$ cat src/rtl/ham_secded_dec_pipe.sv
// ham_secded_dec_pipe
//   Two-stage valid/ready pipelined Hamming decoder with single-error correction.
//   It can also detect double errors (SECDED), and it keeps saturating error statistics.
//   Optional feature macro: SECDED_EN.
//     - Defined: in_code carries an extra overall even-parity bit, and double errors are flagged.
//     - Undefined: SEC only; for DATA_W=10 this is the legacy 14/10 layout.
//
// Ports
//   clk         rising-edge clock
//   rst         asynchronous active-high reset; flushes both stages and clears outputs/counters
//   in_valid    in_code is valid
//   in_ready    decoder accepts in_code this cycle (combinational)
//   in_code     received codeword [CW_W-1:0]; bit i holds Hamming position i+1
//   out_valid   out_* fields are valid
//   out_ready   consumer accepts out_* this cycle
//   out_data    corrected payload [DATA_W-1:0]
//   out_syn     raw syndrome [P-1:0]
//   out_corr    a single error was corrected (or the overall parity bit was wrong)
//   out_uncorr  uncorrectable error; out_data is passed through uncorrected
//   cnt_clr     synchronous clear of both counters, wins over an increment
//   corr_cnt    saturating count of corrected words
//   uncorr_cnt  saturating count of uncorrectable words
module ham_secded_dec_pipe #(
  parameter int DATA_W = 10,
  parameter int CNT_W  = 8,
  // Smallest p with 2^p >= DATA_W+p+1. The inner clog2 is a lower bound for p,
  // and the true p is either that bound or one more.
  localparam int P = $clog2(DATA_W + $clog2(DATA_W + 1) + 1),
  localparam int N = DATA_W + P,
`ifdef SECDED_EN
  localparam int CW_W = N + 1
`else
  localparam int CW_W = N
`endif
) (
  input  logic              clk,
  input  logic              rst,
  input  logic              in_valid,
  output logic              in_ready,
  input  logic [CW_W-1:0]   in_code,
  output logic              out_valid,
  input  logic              out_ready,
  output logic [DATA_W-1:0] out_data,
  output logic [P-1:0]      out_syn,
  output logic              out_corr,
  output logic              out_uncorr,
  input  logic              cnt_clr,
  output logic [CNT_W-1:0]  corr_cnt,
  output logic [CNT_W-1:0]  uncorr_cnt
);

  localparam logic [P:0]       N_EXT   = (P + 1)'(N);
  localparam logic [CNT_W-1:0] CNT_MAX = {CNT_W{1'b1}};
  localparam logic [CNT_W-1:0] CNT_ONE = {{(CNT_W - 1){1'b0}}, 1'b1};

  // Syndrome: XOR of the position numbers of every set bit. Parity bits are
  // included, so a clean word yields zero and a single flip yields its position.
  function automatic logic [P-1:0] calc_syn(input logic [N-1:0] code);
    logic [P-1:0] s;
    s = {P{1'b0}};
    for (int i = 0; i < N; i++) begin
      if (code[i]) begin
        s = s ^ P'(i + 1);
      end else begin
        s = s;
      end
    end
    return s;
  endfunction

  // Gathers the payload from the non-power-of-two positions in ascending order.
  // Each data bit is shifted in at the MSB, so the first one found ends at bit 0.
  function automatic logic [DATA_W-1:0] extract_data(input logic [N-1:0] code);
    logic [DATA_W-1:0] d;
    d = {DATA_W{1'b0}};
    for (int i = 0; i < N; i++) begin
      if (((i + 1) & i) != 0) begin
        d = {code[i], d[DATA_W-1:1]};
      end else begin
        d = d;
      end
    end
    return d;
  endfunction

  // Stage 1 state
  logic         v1;
  logic [N-1:0] code1;
  logic [P-1:0] syn1;
`ifdef SECDED_EN
  logic         g1;
`endif

  // Handshake and stage-enable terms
  logic s1_load;
  logic s2_load;
  logic out_hs;

  // Stage 2 next-state values
  logic [N-1:0] fixed_code;
  logic         flip;
  logic         corr_nxt;
  logic         uncorr_nxt;
  logic         syn_in_range;

  assign s2_load  = !out_valid || out_ready;
  assign s1_load  = !v1 || s2_load;
  assign in_ready = s1_load;
  assign out_hs   = out_valid && out_ready;

  // Stage 1: register the received word together with its syndrome and overall parity
  always_ff @(posedge clk or posedge rst) begin
    if (rst) begin
      v1    <= 1'b0;
      code1 <= {N{1'b0}};
      syn1  <= {P{1'b0}};
`ifdef SECDED_EN
      g1    <= 1'b0;
`endif
    end else if (s1_load) begin
      v1 <= in_valid;
      if (in_valid) begin
        code1 <= in_code[N-1:0];
        syn1  <= calc_syn(in_code[N-1:0]);
`ifdef SECDED_EN
        g1    <= ^in_code;
`endif
      end
    end
  end

  assign syn_in_range = ({1'b0, syn1} <= N_EXT);

  // Error classification: decide whether to flip, and whether to flag corr or uncorr
  always_comb begin
    flip       = 1'b0;
    corr_nxt   = 1'b0;
    uncorr_nxt = 1'b0;
`ifdef SECDED_EN
    if (syn1 == {P{1'b0}}) begin
      // A zero syndrome with odd overall parity means only the extra parity bit flipped.
      corr_nxt = g1;
    end else if (g1 && syn_in_range) begin
      flip     = 1'b1;
      corr_nxt = 1'b1;
    end else begin
      uncorr_nxt = 1'b1;
    end
`else
    if (syn1 == {P{1'b0}}) begin
      corr_nxt = 1'b0;
    end else if (syn_in_range) begin
      flip     = 1'b1;
      corr_nxt = 1'b1;
    end else begin
      // The syndrome points past the last position, so no single flip explains it.
      uncorr_nxt = 1'b1;
    end
`endif
  end

  // Correction: invert the bit that the syndrome points at, when allowed
  always_comb begin
    fixed_code = code1;
    for (int i = 0; i < N; i++) begin
      if (flip && (syn1 == P'(i + 1))) begin
        fixed_code[i] = ~code1[i];
      end else begin
        fixed_code[i] = code1[i];
      end
    end
  end

  // Stage 2: register corrected outputs; hold them while the consumer stalls
  always_ff @(posedge clk or posedge rst) begin
    if (rst) begin
      out_valid  <= 1'b0;
      out_data   <= {DATA_W{1'b0}};
      out_syn    <= {P{1'b0}};
      out_corr   <= 1'b0;
      out_uncorr <= 1'b0;
    end else if (s2_load) begin
      out_valid <= v1;
      if (v1) begin
        out_data   <= extract_data(fixed_code);
        out_syn    <= syn1;
        out_corr   <= corr_nxt;
        out_uncorr <= uncorr_nxt;
      end
    end
  end

  // Error statistics: count on output handshake, saturate, clear has priority
  always_ff @(posedge clk or posedge rst) begin
    if (rst) begin
      corr_cnt   <= {CNT_W{1'b0}};
      uncorr_cnt <= {CNT_W{1'b0}};
    end else if (cnt_clr) begin
      corr_cnt   <= {CNT_W{1'b0}};
      uncorr_cnt <= {CNT_W{1'b0}};
    end else begin
      if (out_hs && out_corr && (corr_cnt != CNT_MAX)) begin
        corr_cnt <= corr_cnt + CNT_ONE;
      end
      if (out_hs && out_uncorr && (uncorr_cnt != CNT_MAX)) begin
        uncorr_cnt <= uncorr_cnt + CNT_ONE;
      end
    end
  end

endmodule

$ cat config.mk
export PLATFORM = sky130hd
export DESIGN_NAME = ham_secded_dec_pipe
export DESIGN_NICKNAME = d
export VERILOG_FILES = /design/src/rtl/ham_secded_dec_pipe.sv
export SDC_FILE = /design/constraint.sdc
export NUM_CORES = 1
export LEC_CHECK = 0
export CAP_MARGIN = 15
export CORE_ASPECT_RATIO = 0.7
export CORE_UTILIZATION = 30
export CTS_BUF_LIST = sky130_fd_sc_hd__clkbuf_4 sky130_fd_sc_hd__clkbuf_8
export DETAILED_ROUTE_END_ITERATION = 16
export GPL_TIMING_DRIVEN = 0
export SLEW_MARGIN = 5
export SYNTH_ARGS = -nofsm -noshare
export SYNTH_HDL_FRONTEND = slang
export SYNTH_SLANG_ARGS = --single-unit
$ cat constraint.sdc
create_clock -name clk -period 3.5 [get_ports clk]
set_clock_uncertainty 0.1 [all_clocks]
set_input_delay 0.525 -clock clk [delete_from_list [all_inputs] [get_ports clk]]
set_output_delay 0.525 -clock clk [all_outputs]
set_load 0.02 [all_outputs]
==> summary.md, run 1 <==
| Metric | Value |
|---|---|
| Largest net degree at the start of global routing | `31` |
| Number of global-route vias before repair | `about 1600` |
| Die height | `~76 um` |
| Site Rows | `26` |
| I/O pins | `53` |
| Clock sink total | `48` |
| Num CTS Buffers | `5` |
| Final hold slack | `between 0.3 and 0.4 ns` |
| Core area | `between 7000 and 8000 um^2` |
| Tmin final | `~2.5 ns` |
| Final number of setup-violating endpoints | `0` |
| Final worst slack | `between 1 and 1.5 ns` |
| Worst r2r path cells | `5` |
| WP data required | `2.87 ns` |
| Post-route setup TNS | `0 ns` |
| Critical hold path startpoint | `out_data[0]` |
| Fin area | `3100 um^2` |
| H-tree level count | `2` |
| Reg-to-Reg Start | `uncorr_cnt[0]` |
| Slew Limit Fails | `0` |
| Worst-path clk slew | `~0.080 ns` |
| Syn Area/Cell | `about 11 um^2` |
| Synth top area cells | `dfrtp_1, xnor2_1, mux2_2` |
| Post-synth top area share | `between 50% and 60%` |
| Hold path endpoint | `out_data[0]` |
| Routed vias/inst | `about 4.6` |
| Initial core utilization | `31.6%` |
| Synth-to-Final Area Change | `31.8%` |
| Clk root buf | `clkbuf_8` |
| Share of layout cells above drive strength 1 | `between 10% and 20%` |
| PwrDens | `501 nW/um^2` |
| First-pass GRT wire length | `about 8600 um` |
| Outcome | `complete, no violations` |
| Worst-skew pair later-pin latency | `roughly 0.3 ns` |
| Leak | `approximately 1.2 nW` |
| Post-CTS setup buffers | `0` |
| Worst-path maximum fanout | `4` |
| GPL Wtd Cong | `just over 0.8` |
| CTS Hold Buffers Added | `0` |
| Nets | `roughly 300` |
| Placement Cell Area | `approximately 3000 um^2` |
| Crit path max-delay family | `buffers and inverters` |
| Sequential element share of the synthesized area | `~51%` |
| Resized cells post-CTS | `0` |
| CTS max path bufs | `2` |
| Post-DP HPWL | `3930 um` |
| Reg-to-Reg End | `uncorr_cnt[5]` |
| Slowest-stage cell, CP | `clkdlybuf4s50_1` |
| Initial drt markers | `42` |
| Stages on the worst setup path | `3` |
| Avg WL per Cell | `between 10 and 15 um` |
| Async set or reset register ratio after synthesis | `100%` |
| CP most frequent cell | `clkdlybuf4s50_1` |
| Buf/Inv on CP | `2` |
| Primary FF master, synth | `dfrtp_1` |
| Post-synth EDFFs | `0` |
| Antenna violations before repair | `0` |
| Post-route clock period utilization | `between 70% and 80%` |
| Crit path DAT | `~1.8 ns` |
| Ys Warns | `0` |
| Synthesized cell area | `around 2400 um^2` |
| DRC viols | `0` |
| CP max stage delay | `0.62 ns` |
| Total GRT Usage | `13.4%` |
| Critical path capture point type | `output pin` |
| Total grt overflow | `0` |
| Vias after detailed routing | `between 1500 and 2000` |
| Tightest Pin Transition | `between 0.5 and 0.6 ns` |
| # diodes | `0` |
| Synth Register Bits | `48` |
| Dominant cell type by area after synthesis | `dfrtp_1` |
| Post-synth net total | `between 200 and 250` |
| Die Area | `8210 um^2` |
| Die W | `roughly 110 um` |
| Max Cap Viol | `0` |
| Post-DRT Antenna Nets | `0` |
| CP cell instances | `clkdlybuf4s50_1 -> nand3b_1 -> clkdlybuf4s50_1` |
| CP Class | `primary input to output pin` |
| IR drop worst, VDD | `around 0.17 mV` |
| Routed wire length | `around 5000 um` |
| CTS tree | `built` |
| Highest clock rate | `between 0.4 and 0.5 GHz` |
| Startpoint types | `primary input` |
| RSZ-0062 raised after global routing | `no` |
| 1st-pass router iterations | `4` |
| Netlist cell types | `30` |
| Type of the worst min-delay path | `flop to flop` |
| Final hold violation count | `0` |
| R2r setup slk | `around 1.6 ns` |
| Syn Inst Count | `around 220` |
| Post-layout util | `a little over two fifths` |
| IO buf count | `around 50` |
| Cells on Worst Hold Path | `2` |
| DP Worst Slack | `between 1 and 1.5 ns` |
| Slew HR | `around 60%` |
[cell usage in the layout (no fill, tap or decap), types with 3 or more instances in the layout]
master and instances:
clkbuf_1 3, clkdlybuf4s50_1 51, nand2b_1 6, clkbuf_8 7
nand2_1 23, mux2_2 15, o21ai_0 16, dfrtp_1 48
nor2_1 19, o31ai_1 5, nand3_1 6, inv_1 4
xor2_1 4, xnor2_1 34, a21oi_1 6
[flip-flops by register name, summed over array words and instances (netlist names)]
signal / count
code1: 10
corr_cnt: 8
out_corr: 1
out_data: 10
out_syn: 4
out_uncorr: 1
out_valid: 1
syn1: 4
uncorr_cnt: 8
v1: 1
[synth_stat cells (3+ instances only)]
library cell / n
o31ai_1: 5
dfrtp_1: 48
a21oi_1: 6
nor2_1: 19
clkbuf_1: 3
inv_1: 5
mux2_2: 15
nand2b_1: 6
xnor2_1: 34
xor2_1: 4
nand3_1: 6
o21ai_0: 16
nand2_1: 23
[worst register-to-register path, delay by kind of cell, from the launching register on]
family / cells / cell delay (ns)
AO/OA/AOI/OAI: 2 / 0.40
AND/OR/NAND/NOR: 2 / 0.69
adder cells (fa/ha/maj): 1 / 0.24
flip-flops: 1 / 0.42
[worst max-delay path by stage]
stage / start / end / slack, ns
final: out_ready / in_ready / 1.04
after global routing: out_ready / in_ready / 0.99
after CTS: out_ready / in_ready / 1.04
after detailed placement: out_ready / in_ready / 1.05
after global placement: rst / uncorr_cnt[5] / 0.75
after floorplan: corr_cnt[0] / corr_cnt[5] / 1.57
[per-layer routing]
metal  GRT usage [%]  wire length, um  up-vias
met5               0                0        -
met4            4.93               58        0
met3            2.48              193        5
met2            17.2             2040       31
met1            21.7             2780      824
li1                -                -      875
[report_power, final]
group / internal (mW) / switching [mW] / leakage (nW)
registers: 0.648 / 0.0821 / 0.607
clock network: 0.176 / 0.176 / 0.0503
logic: 0.240 / 0.231 / 0.556
total: 1.06 / 0.489 / 1.21
[cells by family after synthesis]
group	after synthesis	share of synthesized area (%)
and+or+nand+nor	71	15.2
DFF	48	51.0
xor gates and xnor gates	38	14.1
AOI/OAI and AO/OA	33	8.93
muxes	17	8.03
buffers and inverters	10	1.65
adders and majority gates	2	1.06
[metrics by stage]
stage / cells / total power, mW
6_report: 376 / 1.55
2_1_floorplan: 219 / 1.00
4_1_cts: 376 / 1.58
5_1_grt: 376 / 1.65
3_5_place_dp: 369 / 1.22
3_3_place_gp: 368 / 1.21
[layout make-up]
| class | instances | area (um^2) |
|---|---|---|
| fillers | 760 | 4350 |
| flip-flops and latches | 48 | 1200 |
| multi-input cells | 161 | 1110 |
| repair buffers | 52 | 531 |
| well taps | 98 | 123 |
| clock buffers | 7 | 96.3 |
| plain buffers | 5 | 20.0 |
| inverters | 5 | 18.8 |
Note: power is estimated with default switching activity, not from simulation.
==> run 2: changes to the inputs <==
==> constraint.sdc (replaced) <==
create_clock -name clk -period 2.5 [get_ports clk]
set_clock_uncertainty 0.1 [all_clocks]
set_input_delay 0.375 -clock clk [delete_from_list [all_inputs] [get_ports clk]]
set_output_delay 0.375 -clock clk [all_outputs]
set_load 0.02 [all_outputs]
==> results of run 2 <==
Same layout as run 1 (identical final DEF). Status: complete, no violations.
Among the figures that moved: setup slack after placement 1.05 ns -> 0.227 ns; setup slack after layout 1.04 ns -> 0.340 ns; hold slack 0.381 ns -> 0.290 ns; register-to-register setup slack 1.58 ns -> 0.58 ns; total power 1.55 mW -> 2.17 mW; worst IR drop on VDD 0.175 mV -> 0.244 mV
==> run 3: changes to the inputs <==
--- a/config.mk
+++ b/config.mk
@@ -11,6 +11,7 @@
 export CTS_BUF_LIST = sky130_fd_sc_hd__clkbuf_4 sky130_fd_sc_hd__clkbuf_8
 export DETAILED_ROUTE_END_ITERATION = 16
 export GPL_TIMING_DRIVEN = 0
+export RECOVER_POWER = 50
 export SLEW_MARGIN = 5
 export SYNTH_ARGS = -nofsm -noshare
 export SYNTH_HDL_FRONTEND = slang
==> constraint.sdc (replaced) <==
create_clock -name clk -period 2.6 [get_ports clk]
set_clock_uncertainty 0.1 [all_clocks]
set_input_delay 0.39 -clock clk [delete_from_list [all_inputs] [get_ports clk]]
set_output_delay 0.39 -clock clk [all_outputs]
set_load 0.02 [all_outputs]
==> run 3 against run 2 <==
Cell area is 0.93% lower. Highest routed layer unchanged. Routed wire length is 0.26% lower. Die area stayed put.
==> summary.md, run 3 (synthesis gave the netlist of run 1 again) <==
| Metric | Value |
|---|---|
| Placement Cell Area | `between 3000 and 4000 um^2` |
| CTS tree | `built` |
| Tmin final | `2.26 ns` |
| Total GRT Usage | `13.4%` |
| Die height | `76.1 um` |
| Critical path capture point type | `output pin` |
| Num CTS Buffers | `5` |
| I/O pins | `53` |
| Worst-path clk slew | `approximately 0.080 ns` |
| Post-layout util | `about 41%` |
| WP data required | `around 2.1 ns` |
| Crit path DAT | `approximately 1.8 ns` |
| PwrDens | `around 680 nW/um^2` |
| Core area | `approximately 7400 um^2` |
| Slowest-stage cell, CP | `clkdlybuf4s50_1` |
| CP max stage delay | `0.62 ns` |
| Final number of setup-violating endpoints | `0` |
| Total grt overflow | `0` |
| Synth-to-Final Area Change | `30.6%` |
| Startpoint types | `primary input` |
| Initial core utilization | `a little under a third` |
| Leak | `roughly 1.2 nW` |
| Resized cells post-CTS | `0` |
| GPL Wtd Cong | `~0.8` |
| CP Class | `primary input to output pin` |
| Max Cap Viol | `0` |
| IO buf count | `slightly above 50` |
| # diodes | `0` |
| Largest net degree at the start of global routing | `31` |
| IR drop worst, VDD | `~0.24 mV` |
| Highest clock rate | `0.442 GHz` |
| Slew Limit Fails | `0` |
| Vias after detailed routing | `~1700` |
| Registers with the most flip-flops | `code1: 10 flops, out_data: 10 flops` |
| Final hold violation count | `0` |
| Final hold slack | `approximately 0.38 ns` |
| Avg WL per Cell | `around 13 um` |
| Nets | `299` |
| 1st-pass router iterations | `4` |
| Share of layout cells above drive strength 1 | `between 10% and 20%` |
| Post-route clock period utilization | `between 80% and 90%` |
| Worst-path maximum fanout | `4` |
| Clock sink total | `48` |
| Post-CTS setup buffers | `0` |
| Clk root buf | `clkbuf_8` |
| CTS max path bufs | `2` |
| Die W | `roughly 110 um` |
| Tightest Pin Transition | `0.739 ns` |
| Outcome | `complete, no violations` |
| Fin area | `~3100 um^2` |
| Post-DRT Antenna Nets | `0` |
| First-pass GRT wire length | `around 8600 um` |
| Antenna violations before repair | `0` |
| CP cell instances | `dlygate4sd3_1 -> nand3b_1 -> clkdlybuf4s50_1` |
| Final std cells w/o fill | `about 380` |
| Number of global-route vias before repair | `approximately 1600` |
| CTS Hold Buffers Added | `0` |
| DRC viols | `0` |
| Worst-skew pair later-pin latency | `0.30 ns` |
| Die Area | `~8200 um^2` |
| Most frequent cells in the layout | `dfrtp_1, clkdlybuf4s50_1, xnor2_1` |
| Placed cells | `between 300 and 400` |
| H-tree level count | `2` |
| Site Rows | `26` |
| Slew HR | `a little over 50%` |
| Type of the worst min-delay path | `flop to flop` |
| Routed wire length | `between 5000 and 6000 um` |
| Routed vias/inst | `about 4.6` |
| RSZ-0062 raised after global routing | `no` |
| Initial drt markers | `50` |
| Post-DP HPWL | `3930 um` |
==> run 3: changes by cell type in the layout (fill, tap and decap cells not counted) <==
| cell | change |
|---|---|
| clkdlybuf4s50_1 | -3 |
| buf_12 | -1 |
| clkbuf_2 | +1 |
| dlygate4sd3_1 | +3 |
| a21o_2 | +1 |
| inv_1 | +1 |
| inv_2 | -1 |
| a21o_4 | -2 |
| a21o_1 | +1 |
==> run 3: final cells by class <==
cell class,instances,area (um^2)
Clock buffer,7,96.3
Inverter,5,18.8
Multi-Input combinational cell,161,1100
Tap cell,98,123
Timing Repair Buffer,52,515
Buffer,5,20.0
Sequential cell,48,1200
Fill cell,766,4380
==> run 3: final timing paths <==
kind / endpoint / from / slack [ns] / cells past startpoint
max: in_ready / out_ready / 0.34 / 3
max reg2reg: uncorr_cnt[5] / uncorr_cnt[0] / 0.66 / 5
min in group asynchronous: corr_cnt[0] / rst / 0.54 / 2
min reg2reg: out_data[0] / out_data[0] / 0.38 / 2
max in group asynchronous: code1[4] / rst / 0.68 / 3
min: out_data[0] / out_data[0] / 0.38 / 2
==> run 3: report_power, final <==
group | internal, mW | leakage (nW) | switching (mW) | total, mW
Sequential | 0.872 | 0.607 | 0.110 | 0.982
Combinational | 0.317 | 0.551 | 0.310 | 0.626
Clock | 0.237 | 0.0503 | 0.237 | 0.475
==> run 3: stage by stage <==
step | setup WS (ns) | TNS [ns] | power [mW]
finish | 0.339 | 0 | 2.08
global placement | -0.0182 | -0.703 | 1.63
CTS | 0.413 | 0 | 2.12
floorplan | 0.674 | 0 | 1.35
detailed placement | 0.312 | 0 | 1.64
global route | 0.286 | 0 | 2.21
==> run 3: per-layer routing <==
layer / track usage [%] / vias up / wire, um
met5: 0 / - / 0
met4: 4.93 / 0 / 58
met3: 2.48 / 5 / 197
met2: 17.2 / 33 / 2030
met1: 21.7 / 817 / 2770
li1: - / 874 / -
==> run 3: worst max-delay path: cells and delay by family <==
| family | cells | cell delay [ns] |
|---|---|---|
| buffers and inverters | 2 | 1.20 |
| and+or+nand+nor | 1 | 0.17 |
